**config.mk**
```make
export PLATFORM = sky130hd
export DESIGN_NAME = game_ctrl
export DESIGN_NICKNAME = d
export VERILOG_FILES = /design/src/rtl/game_ctrl.sv
export SDC_FILE = /design/constraint.sdc
export NUM_CORES = 1
export LEC_CHECK = 0
export ABC_AREA = 1
export CAP_MARGIN = 10
export CELL_PAD_IN_SITES_DETAIL_PLACEMENT = 1
export CELL_PAD_IN_SITES_GLOBAL_PLACEMENT = 2
export CORE_MARGIN = 3
export CORE_UTILIZATION = 33
export CTS_CLUSTER_SIZE = 24
export DETAILED_ROUTE_END_ITERATION = 12
export PLACE_DENSITY_LB_ADDON = 0.1
export RECOVER_POWER = 25
export SLEW_MARGIN = 20
export SYNTH_ARGS = -nofsm -noshare
export SYNTH_HDL_FRONTEND = slang
export SYNTH_SLANG_ARGS = --single-unit
export TNS_END_PERCENT = 10
```
**constraint.sdc**
```tcl
create_clock -name clk -period 9.5 [get_ports clk]
set_input_delay 1.425 -clock clk [delete_from_list [all_inputs] [get_ports clk]]
set_output_delay 1.425 -clock clk [all_outputs]
set_load 0.03 [all_outputs]
```
**src/rtl/game_ctrl.sv**
```systemverilog
// game_ctrl: game-logic engine for the two-player finger-sum game.
// It turns key rising edges into page navigation, configuration changes and game moves.
// It also holds the complete game state for the page renderers.
module game_ctrl #(
  parameter int NUM_MIN  = 2,
  parameter int NUM_MAX  = 5,
  parameter int NUM_INIT = 2
) (
  input  logic        clk,
  input  logic        rst,
  input  logic        key_up,
  input  logic        key_left,
  input  logic        key_right,
  input  logic        key_down,
  input  logic        key_space,
  output logic [1:0]  page,
  output logic [2:0]  total_number,
  output logic [39:0] status,
  output logic [3:0]  cur_select,
  output logic [3:0]  selected,
  output logic        selecting,
  output logic        cur_player,
  output logic [3:0]  predict,
  output logic [1:0]  game_end
);

  typedef enum logic [1:0] {
    PAGE_MAIN   = 2'd0,
    PAGE_HELP   = 2'd1,
    PAGE_CONFIG = 2'd2,
    PAGE_GAME   = 2'd3
  } page_e;

  typedef enum logic [2:0] {
    EV_NONE,
    EV_UP,
    EV_LEFT,
    EV_RIGHT,
    EV_DOWN,
    EV_SPACE
  } event_e;

  localparam logic [2:0]  TOTAL_MIN   = 3'(NUM_MIN);
  localparam logic [2:0]  TOTAL_MAX   = 3'(NUM_MAX);
  localparam logic [2:0]  TOTAL_INIT  = 3'(NUM_INIT);
  localparam logic [39:0] STATUS_INIT = 40'h1111111111;

  page_e       page_q, page_d;
  logic [2:0]  total_q, total_d;
  logic [39:0] status_q, status_d;
  logic [3:0]  cur_q, cur_d;
  logic [3:0]  sel_q, sel_d;
  logic        selecting_q, selecting_d;
  logic        player_q, player_d;
  logic [1:0]  end_q, end_d;
  logic [1:0]  zero_hist_q, zero_hist_d;
  logic [4:0]  prev_keys_q;

  logic [4:0]  keys;
  logic [4:0]  rise;
  event_e      ev;

  logic        cur_row;
  logic [2:0]  cur_col;
  logic [3:0]  cur_base;
  logic [2:0]  col_left;
  logic [2:0]  col_right;
  logic [3:0]  toggle_idx;

  logic        sel_row;
  logic [3:0]  own_idx;
  logic [3:0]  oth_idx;
  logic [3:0]  own_val;
  logic [3:0]  oth_val;
  logic [4:0]  move_sum;
  logic [3:0]  move_val;
  logic [39:0] moved_status;
  logic [1:0]  new_hist;
  logic        row_clear;
  logic [4:0]  pred_sum;

  // Reads one 4-bit hand value out of the packed status vector.
  function automatic logic [3:0] hand_at(input logic [39:0] st, input logic [3:0] idx);
    return st[{idx, 2'b00} +: 4];
  endfunction

  assign keys = {key_up, key_left, key_right, key_down, key_space};
  assign rise = keys & ~prev_keys_q;

  // Keep only the highest-priority rising edge; the others are dropped this cycle.
  always_comb begin
    ev = EV_NONE;
    if (rise[4])      ev = EV_UP;
    else if (rise[3]) ev = EV_LEFT;
    else if (rise[2]) ev = EV_RIGHT;
    else if (rise[1]) ev = EV_DOWN;
    else if (rise[0]) ev = EV_SPACE;
  end

  // Cursor geometry: the row/column split and the wrapped neighbours inside the active columns.
  always_comb begin
    cur_row    = (cur_q >= 4'd5);
    cur_col    = cur_row ? 3'(cur_q - 4'd5) : cur_q[2:0];
    cur_base   = cur_row ? 4'd5 : 4'd0;
    col_left   = (cur_col == 3'd0) ? (total_q - 3'd1) : (cur_col - 3'd1);
    col_right  = (cur_col == (total_q - 3'd1)) ? 3'd0 : (cur_col + 3'd1);
    toggle_idx = cur_row ? {1'b0, cur_col} : (4'd5 + {1'b0, cur_col});
  end

  // Evaluate a candidate second pick: which hand belongs to the mover, and what the board looks like afterwards.
  always_comb begin
    sel_row  = (sel_q >= 4'd5);
    own_idx  = (sel_row == player_q) ? sel_q : cur_q;
    oth_idx  = (sel_row == player_q) ? cur_q : sel_q;
    own_val  = hand_at(status_q, own_idx);
    oth_val  = hand_at(status_q, oth_idx);
    move_sum = {1'b0, own_val} + {1'b0, oth_val};
    move_val = (move_sum >= 5'd10) ? 4'(move_sum - 5'd10) : move_sum[3:0];
    moved_status = status_q;
    moved_status[{own_idx, 2'b00} +: 4] = move_val;
    new_hist = {zero_hist_q[0], (oth_val == 4'd0)};
    row_clear = 1'b1;
    for (int c = 0; c < 5; c++) begin
      if ((3'(c) < total_q) &&
          (hand_at(moved_status, player_q ? 4'(5 + c) : 4'(c)) != 4'd0)) begin
        row_clear = 1'b0;
      end
    end
  end

  // Next-state logic: page navigation, configuration and game moves for the single event of this cycle.
  always_comb begin
    page_d      = page_q;
    total_d     = total_q;
    status_d    = status_q;
    cur_d       = cur_q;
    sel_d       = sel_q;
    selecting_d = selecting_q;
    player_d    = player_q;
    end_d       = end_q;
    zero_hist_d = zero_hist_q;
    case (page_q)
      PAGE_MAIN: begin
        if (ev == EV_UP)        page_d = PAGE_CONFIG;
        else if (ev == EV_DOWN) page_d = PAGE_HELP;
      end
      PAGE_HELP: begin
        if (ev == EV_DOWN) page_d = PAGE_MAIN;
      end
      PAGE_CONFIG: begin
        case (ev)
          EV_LEFT:  if (total_q > TOTAL_MIN) total_d = total_q - 3'd1;
          EV_RIGHT: if (total_q < TOTAL_MAX) total_d = total_q + 3'd1;
          EV_DOWN:  page_d = PAGE_MAIN;
          EV_UP: begin
            page_d      = PAGE_GAME;
            status_d    = STATUS_INIT;
            cur_d       = 4'd0;
            sel_d       = 4'd0;
            selecting_d = 1'b0;
            player_d    = 1'b0;
            end_d       = 2'd0;
            zero_hist_d = 2'd0;
          end
          default: ;
        endcase
      end
      PAGE_GAME: begin
        case (ev)
          EV_LEFT:         cur_d = cur_base + {1'b0, col_left};
          EV_RIGHT:        cur_d = cur_base + {1'b0, col_right};
          EV_UP, EV_DOWN:  cur_d = toggle_idx;
          EV_SPACE: begin
            if (end_q != 2'd0) begin
              page_d = PAGE_MAIN;
            end else if (!selecting_q) begin
              sel_d       = cur_q;
              selecting_d = 1'b1;
            end else begin
              selecting_d = 1'b0;
              if ((sel_row != cur_row) && (own_val != 4'd0)) begin
                status_d    = moved_status;
                zero_hist_d = new_hist;
                player_d    = ~player_q;
                if (row_clear)              end_d = {player_q, ~player_q};
                else if (new_hist == 2'b11) end_d = 2'd3;
              end
            end
          end
          default: ;
        endcase
      end
      default: ;
    endcase
  end

  // State registers; keys are remembered as already high at reset so a held key does not fire.
  always_ff @(posedge clk) begin
    if (rst) begin
      page_q      <= PAGE_MAIN;
      total_q     <= TOTAL_INIT;
      status_q    <= STATUS_INIT;
      cur_q       <= 4'd0;
      sel_q       <= 4'd0;
      selecting_q <= 1'b0;
      player_q    <= 1'b0;
      end_q       <= 2'd0;
      zero_hist_q <= 2'd0;
      prev_keys_q <= 5'b11111;
    end else begin
      page_q      <= page_d;
      total_q     <= total_d;
      status_q    <= status_d;
      cur_q       <= cur_d;
      sel_q       <= sel_d;
      selecting_q <= selecting_d;
      player_q    <= player_d;
      end_q       <= end_d;
      zero_hist_q <= zero_hist_d;
      prev_keys_q <= keys;
    end
  end

  assign pred_sum     = {1'b0, hand_at(status_q, cur_q)} + {1'b0, hand_at(status_q, sel_q)};
  assign predict      = (pred_sum >= 5'd10) ? 4'(pred_sum - 5'd10) : pred_sum[3:0];
  assign page         = page_q;
  assign total_number = total_q;
  assign status       = status_q;
  assign cur_select   = cur_q;
  assign selected     = sel_q;
  assign selecting    = selecting_q;
  assign cur_player   = player_q;
  assign game_end     = end_q;

endmodule

```
==> summary.md <==
| Metric | Value |
|---|---|
| Status | `finished with violations` |
| Failing checks | `max-capacitance violations, max-slew violations` |
| Unrepaired setup endpoints after global routing | `false` |
| Drt drc | `0` |
| Area growth syn-to-layout | `17.4%` |
| CP max FO | `28` |
| Final ANT Viol Nets | `0` |
| Clock root buffer | `clkbuf_16` |
| R2R Path End | `game_end[0]` |
| R2R depth | `29` |
| Smallest hold slack | `0.474 ns` |
| Slowest CP cell | `dfxtp_1` |
| CTS resizes | `0` |
| Crit path DAT | `5.16 ns` |
| Fin crit share | `0.693` |
| Worst hold path class | `reg2reg` |
| Hold path endpoint | `status[5]` |
| Post-synth ARST share | `0` |
| Commonest non-fill, non-tap cell in the layout | `nand2_1` |
| Hold Buf Count CTS | `0` |
| GRT Util Overall | `0.280` |
| Hold path depth | `2` |
| EDFF count, synth | `0` |
| Yosys cell types | `52` |
| Gr ovfl total | `0` |
| Share of layout cells above drive strength 1 | `0.0771` |
| Synth Net Count | `1,051` |
| Yosys synthesis warning count | `0` |
| Initial antenna violation count | `0` |
| Fmax | `152 MHz` |
| IO Port Bufs | `67` |
| Hold Path Origin | `status[5]` |
| First-pass GRT wire length | `43,500 um` |
| Max_cap viols | `1` |
| CTS Buf Count | `9` |
| Initial Util | `0.339` |
| Leakage | `0.00303 uW` |
| Actual slew at the worst max-slew pin | `2.29 ns` |
| Maximum level of the CTS H-tree | `3` |
| Syn avg cell area | `6.03 um^2` |
| Final #Nets | `1,090` |
| Endpoints failing setup | `0` |
| Slew headroom | `-0.526` |
| Commonest non-fill, non-tap cells in the layout | `nand2_1 (241), inv_1 (108), o21ai_0 (106), nand3_1 (99), a21oi_1 (95)` |
| Full die area | `20,300 um^2` |
| Pin count of the biggest net entering global routing | `41` |
| Post-Syn Instances | `1,019` |
| Slew Limit Fails | `41` |
| Crit path cell chain | `inv_1, o21ai_0, nand3_1, a32o_1, ha_1, fa_1, xor2_1, inv_1, ha_1, inv_1, a21oi_1, o21ai_0, nand3_1, o21ai_0, clkdlybuf4s50_1` |
| CP required | `8.08 ns` |
| Reg2Reg Setup Slack | `3.47 ns` |
| Hold Vio Cnt, Final | `0` |
| Number of global-route vias before repair | `7,122` |
| Fin Setup TNS | `0 ns` |
| Die height | `142 um` |
| Clock Skew | `0.0153 ns` |
| Vias | `7,224` |
| Clk_lat worst skew | `0.35 ns` |
| Synth Cell Area | `6150 um^2` |
| # Post-CTS Setup Buffers | `0` |
| CTS tree | `yes` |
| WL final | `28,100 um` |
| Clk sinks | `63` |
| Core Area | `18,100 um^2` |
| Tmin final | `6.58 ns` |
| FF+latch count, synth | `63` |
| Max VDD drop | `0.0845 mV` |
| Rows | `49` |
| Pwr per Cell Area | `149 nW/um^2` |
| Clock-pin slew on the worst setup and hold paths | `0.05 ns` |
| R2r startpoint | `selected[0]` |
| CP Capture Type | `output pin` |
| HPWL Detailed | `21,100 um` |
| I/O pin total | `68` |
| Drt via density | `5.59` |
| Max clock buf depth | `2` |
| Avg WL per Cell | `21.8 um` |
| Initial DRC Count | `698` |
| Slowest stage delay, CP | `0.95 ns` |
| Synth Flop Type | `dfxtp_1` |
| GP Congestion | `0.954` |
| Number of diodes | `0` |
| Die span in x | `142 um` |
| Sequential fraction of the synthesis area | `0.205` |
| Crit path kind | `reg2out` |
| 1st-pass router iterations | `5` |
| Setup crit start kind | `register` |
## worst max-delay path by stage
stage | cells after the start | from | slack, ns | end
floorplan | 17 | selected[0] | 4.49 | predict[2]
global route | 15 | selected[0] | 2.46 | predict[3]
finish | 15 | selected[0] | 2.92 | predict[3]
detailed placement | 15 | selected[0] | 3.36 | predict[3]
global placement | 15 | selected[0] | 3.57 | predict[3]
CTS | 15 | selected[0] | 2.98 | predict[3]
## metal layers
layer	track usage	share of wire
met1	0.381	0.45
met2	0.448	0.46
met3	0.0460	0.053
met4	0.0960	0.034
met5	0	0
## power by group
group	internal [uW]	leakage (uW)	switching (uW)	total (uW)
Clock	210	0.000140	132	343
Sequential	271	0.000510	11.8	283
Combinational	144	0.00238	309	453
## critical path: cells and delay by family (launching register included)
family                     cells  cell delay (ns)
AOI/OAI and AO/OA              5             1.17
xor gates and xnor gates       1             0.21
adders and majority gates      3             0.82
buffers and inverters          4             1.44
DFF                            1             0.95
and+or+nand+nor                2             0.22
## cell usage after synthesis (4+ instances only)
master / number / share of area
buf_2: 12 / 0.0098
dfxtp_1: 63 / 0.21
o22ai_1: 13 / 0.013
nand2_4: 6 / 0.011
inv_1: 108 / 0.066
o21ai_0: 106 / 0.086
o221ai_1: 4 / 0.0057
nand3_2: 7 / 0.011
clkbuf_1: 25 / 0.015
nand4_1: 7 / 0.0071
nor3_1: 10 / 0.0081
nor2_2: 8 / 0.0081
nand3_1: 99 / 0.081
mux2i_1: 4 / 0.0065
nor2_1: 60 / 0.037
o21ai_1: 18 / 0.015
a211oi_1: 4 / 0.0049
nand2_1: 241 / 0.15
nand2_2: 12 / 0.012
o21ai_4: 4 / 0.011
inv_2: 14 / 0.0086
a21oi_1: 95 / 0.077
o211ai_1: 20 / 0.024
xor2_1: 8 / 0.011
ha_1: 23 / 0.047
or2_2: 6 / 0.0061
## final cells by class
| type | count | area, um^2 |
|---|---|---|
| Fill cell | 2416 | 10900 |
| Multi-Input combinational cell | 789 | 4210 |
| Sequential cell | 63 | 1260 |
| Timing Repair Buffer | 71 | 697 |
| Inverter | 124 | 465 |
| Tap cell | 229 | 287 |
| Clock buffer | 13 | 250 |
| Clock inverter | 3 | 42.5 |
## metrics by stage
step	total power [uW]	util	setup slack [ns]	cell area, um^2	cells
after global placement	733	0.382	3.57	6930	1276
final	1080	0.398	2.92	7220	1292
after global routing	1150	0.398	2.46	7220	1292
after detailed placement	739	0.382	3.36	6930	1276
after floorplan	606	-	4.49	6150	1019
after CTS	1080	0.398	2.98	7220	1292
## kinds of logic (layout without fill, tap and decap cells)
kind of cell / count (synthesis) / count (layout) / share of synthesized area
buffers and inverters: 167 / 211 / 0.109
AO/OA/AOI/OAI: 279 / 279 / 0.258
AND/OR/NAND/NOR: 469 / 469 / 0.350
multiplexers: 5 / 5 / 0.00835
XOR/XNOR: 11 / 11 / 0.0157
adder cells (fa/ha/maj): 25 / 25 / 0.0533
flip-flops: 63 / 63 / 0.205
## registers in the layout (all words and copies together) (netlist names)
register	count
game_end	2
selected	4
total_number	3
prev_keys_q	5
selecting	1
zero_hist_q	1
cur_select	4
status	40
page	2
cur_player	1
Power figures use the tool's default switching activity.
==> edit: new RTL, same settings <==
Register the output `cur_select` once more, cleared by the reset; this adds one clock of latency there. The other outputs are not delayed to match.
--- a/src/rtl/game_ctrl.sv
+++ b/src/rtl/game_ctrl.sv
@@ -228,3 +228,9 @@
   assign status       = status_q;
-  assign cur_select   = cur_q;
+  always_ff @(posedge clk) begin
+    if (rst) begin
+      cur_select <= '0;
+    end else begin
+      cur_select <= cur_q;
+    end
+  end
   assign selected     = sel_q;
Formal check against the unedited RTL: same outputs for any inputs over 4 cycles, from zero or initial values and one cycle with rst high; that may be too few to reach the edited logic, so the function may still have changed.
==> edit against the original RTL <==
- the run still ends with capacitance limit, slew limit left
- setup slack improved by 81 ps
- sequential cell count increased by 4
- count of clock-buffer cells in the layout decreased by 4
- area after synthesis increased by 1.7%
- non-clock buffer count decreased by 1
- critical path depth increased by 1
- utilization increased by 0.23 points
- cell count increased by 0.77%
- routed wire length increased by 1.6%
- power decreased by 1.4%
- final area increased by 1.2%
==> edit: results (changes against the original RTL) <==
Routed wl met3: 1740 um (was 1500 um)
Synth top cells by count: nand2_1, inv_1, nand3_1 (was nand2_1, inv_1, o21ai_0)
Synth Area in XOR/XNOR: 1.68% (was 1.57%)
Pre-antenna DRT Iters: 5 (unchanged)
DR iter-0 viols: 597 (was 698)
Pre-CTS setup slack: 3370 ps (was 3360 ps)
M2 GR Usage: 44.4% (was 44.8%)
Initial antenna violation count: 1 (was 0)
Met2 routed WL: 13000 um (was 12900 um)
Vias in the first global route: 7137 (was 7122)
First-pass GRT wire length: 43600 um (was 43500 um)
PostCTS Resize Cnt: 0 (unchanged)
Worst-path maximum fanout: 30 (was 28)
GRT met3 Usage: 4.19% (was 4.60%)
Clock slew at reported path FFs: 60 ps
MaxCap Viol Count: 1 (unchanged)
Seq/Total Area, Yosys: 21.5% (was 20.5%)
M1 WL: 13000 um (was 12800 um)
Outcome: finished, violations left (unchanged)
Synth warn: 0 (unchanged)
Root Buffer: clkbuf_16 (unchanged)
Main area contributors after synthesis: dfxtp_1, nand2_1, nand3_1, o21ai_0, a21oi_1 (was dfxtp_1, nand2_1, o21ai_0, nand3_1, a21oi_1)
Largest net degree at the start of global routing: 42 (was 41)
Uppermost layer routed: met4 (unchanged)
Clock latency on the worst-skew pair: 350 ps (about the same)
Critical Path AT: 5070 ps (was 5160 ps)
Avg WL per Cell: 22.0 um (was 21.8 um)
Slew Viols, Final: 42 (was 41)
Area after DPL: 7020 um^2 (was 6930 um^2)
Worst-path cell with the longest stage delay: dfxtp_1 (unchanged)
Post-Synth Adder-Cell Area: 5.25% (was 5.33%)
Mux cell area share after synthesis: 0% (was 0.835%)
Violations in the final reports: capacitance limit, slew limit (unchanged)
Total Routing Usage GR: 28.1% (was 28.0%)
Dpl cells: 1287 (was 1276)
P_leak: 2.94 nW (was 3.03 nW)
Layout cells sized above 1: 8.39% (was 7.71%)
Slew @ Worst Pin: 2250 ps (was 2290 ps)
Max Root-Sink Buffers: 2 (unchanged)
M1 GR Usage: 39.2% (was 38.1%)
Synth Area per Inst: 6.06 um^2 (was 6.03 um^2)
H-tree Lvls: 3 (unchanged)
Setup Skew: 12.5 ps (was 15.3 ps)
Layout net count: 1101 (was 1090)
I/O Buffers: 67 (unchanged)
Complex-gate fraction of the synthesized area: 25.8% (about the same)
CP peak stage delay: 940 ps
Via/cell ratio: 5.72 (was 5.59)
Routed wire length: 28600 um (was 28100 um)
Routability congestion estimate: 0.925 (was 0.954)
Dpl hpwl: 21700 um (was 21100 um)
Post-synthesis cell type count: 47 (was 52)
Worst vdd ir: 0.0000810 V (was 0.0000845 V)
edit: power by group:
part	switching [mW]	internal [mW]
sequential	0.00999	0.286
combinational	0.288	0.128
clock	0.149	0.202
edit: area by class of cell:
cell class	instances	area (um^2)
Fill cell	2460	11000
Multi-Input combinational cell	792	4220
Sequential cell	67	1340
Timing Repair Buffer	70	687
Inverter	129	484
Tap cell	229	287
Clock buffer	9	225
Clock inverter	6	66.3
edit: worst paths after layout:
kind / startpoint / endpoint / slack [ps] / depth (start not counted)
min reg2reg: cur_q[3] / selected[3] / 490 / 2
min: cur_q[3] / selected[3] / 490 / 2
max reg2reg: cur_q[0] / game_end[0] / 3360 / 29
max: cur_q[0] / predict[3] / 3000 / 16
edit: critical path, delay by kind of cell (launching register included):
family / cells / cell delay, ps
AOI/OAI and AO/OA: 5 / 950
xor gates and xnor gates: 1 / 210
adders and majority gates: 3 / 830
buffers and inverters: 4 / 1460
DFF: 1 / 940
and+or+nand+nor: 3 / 310
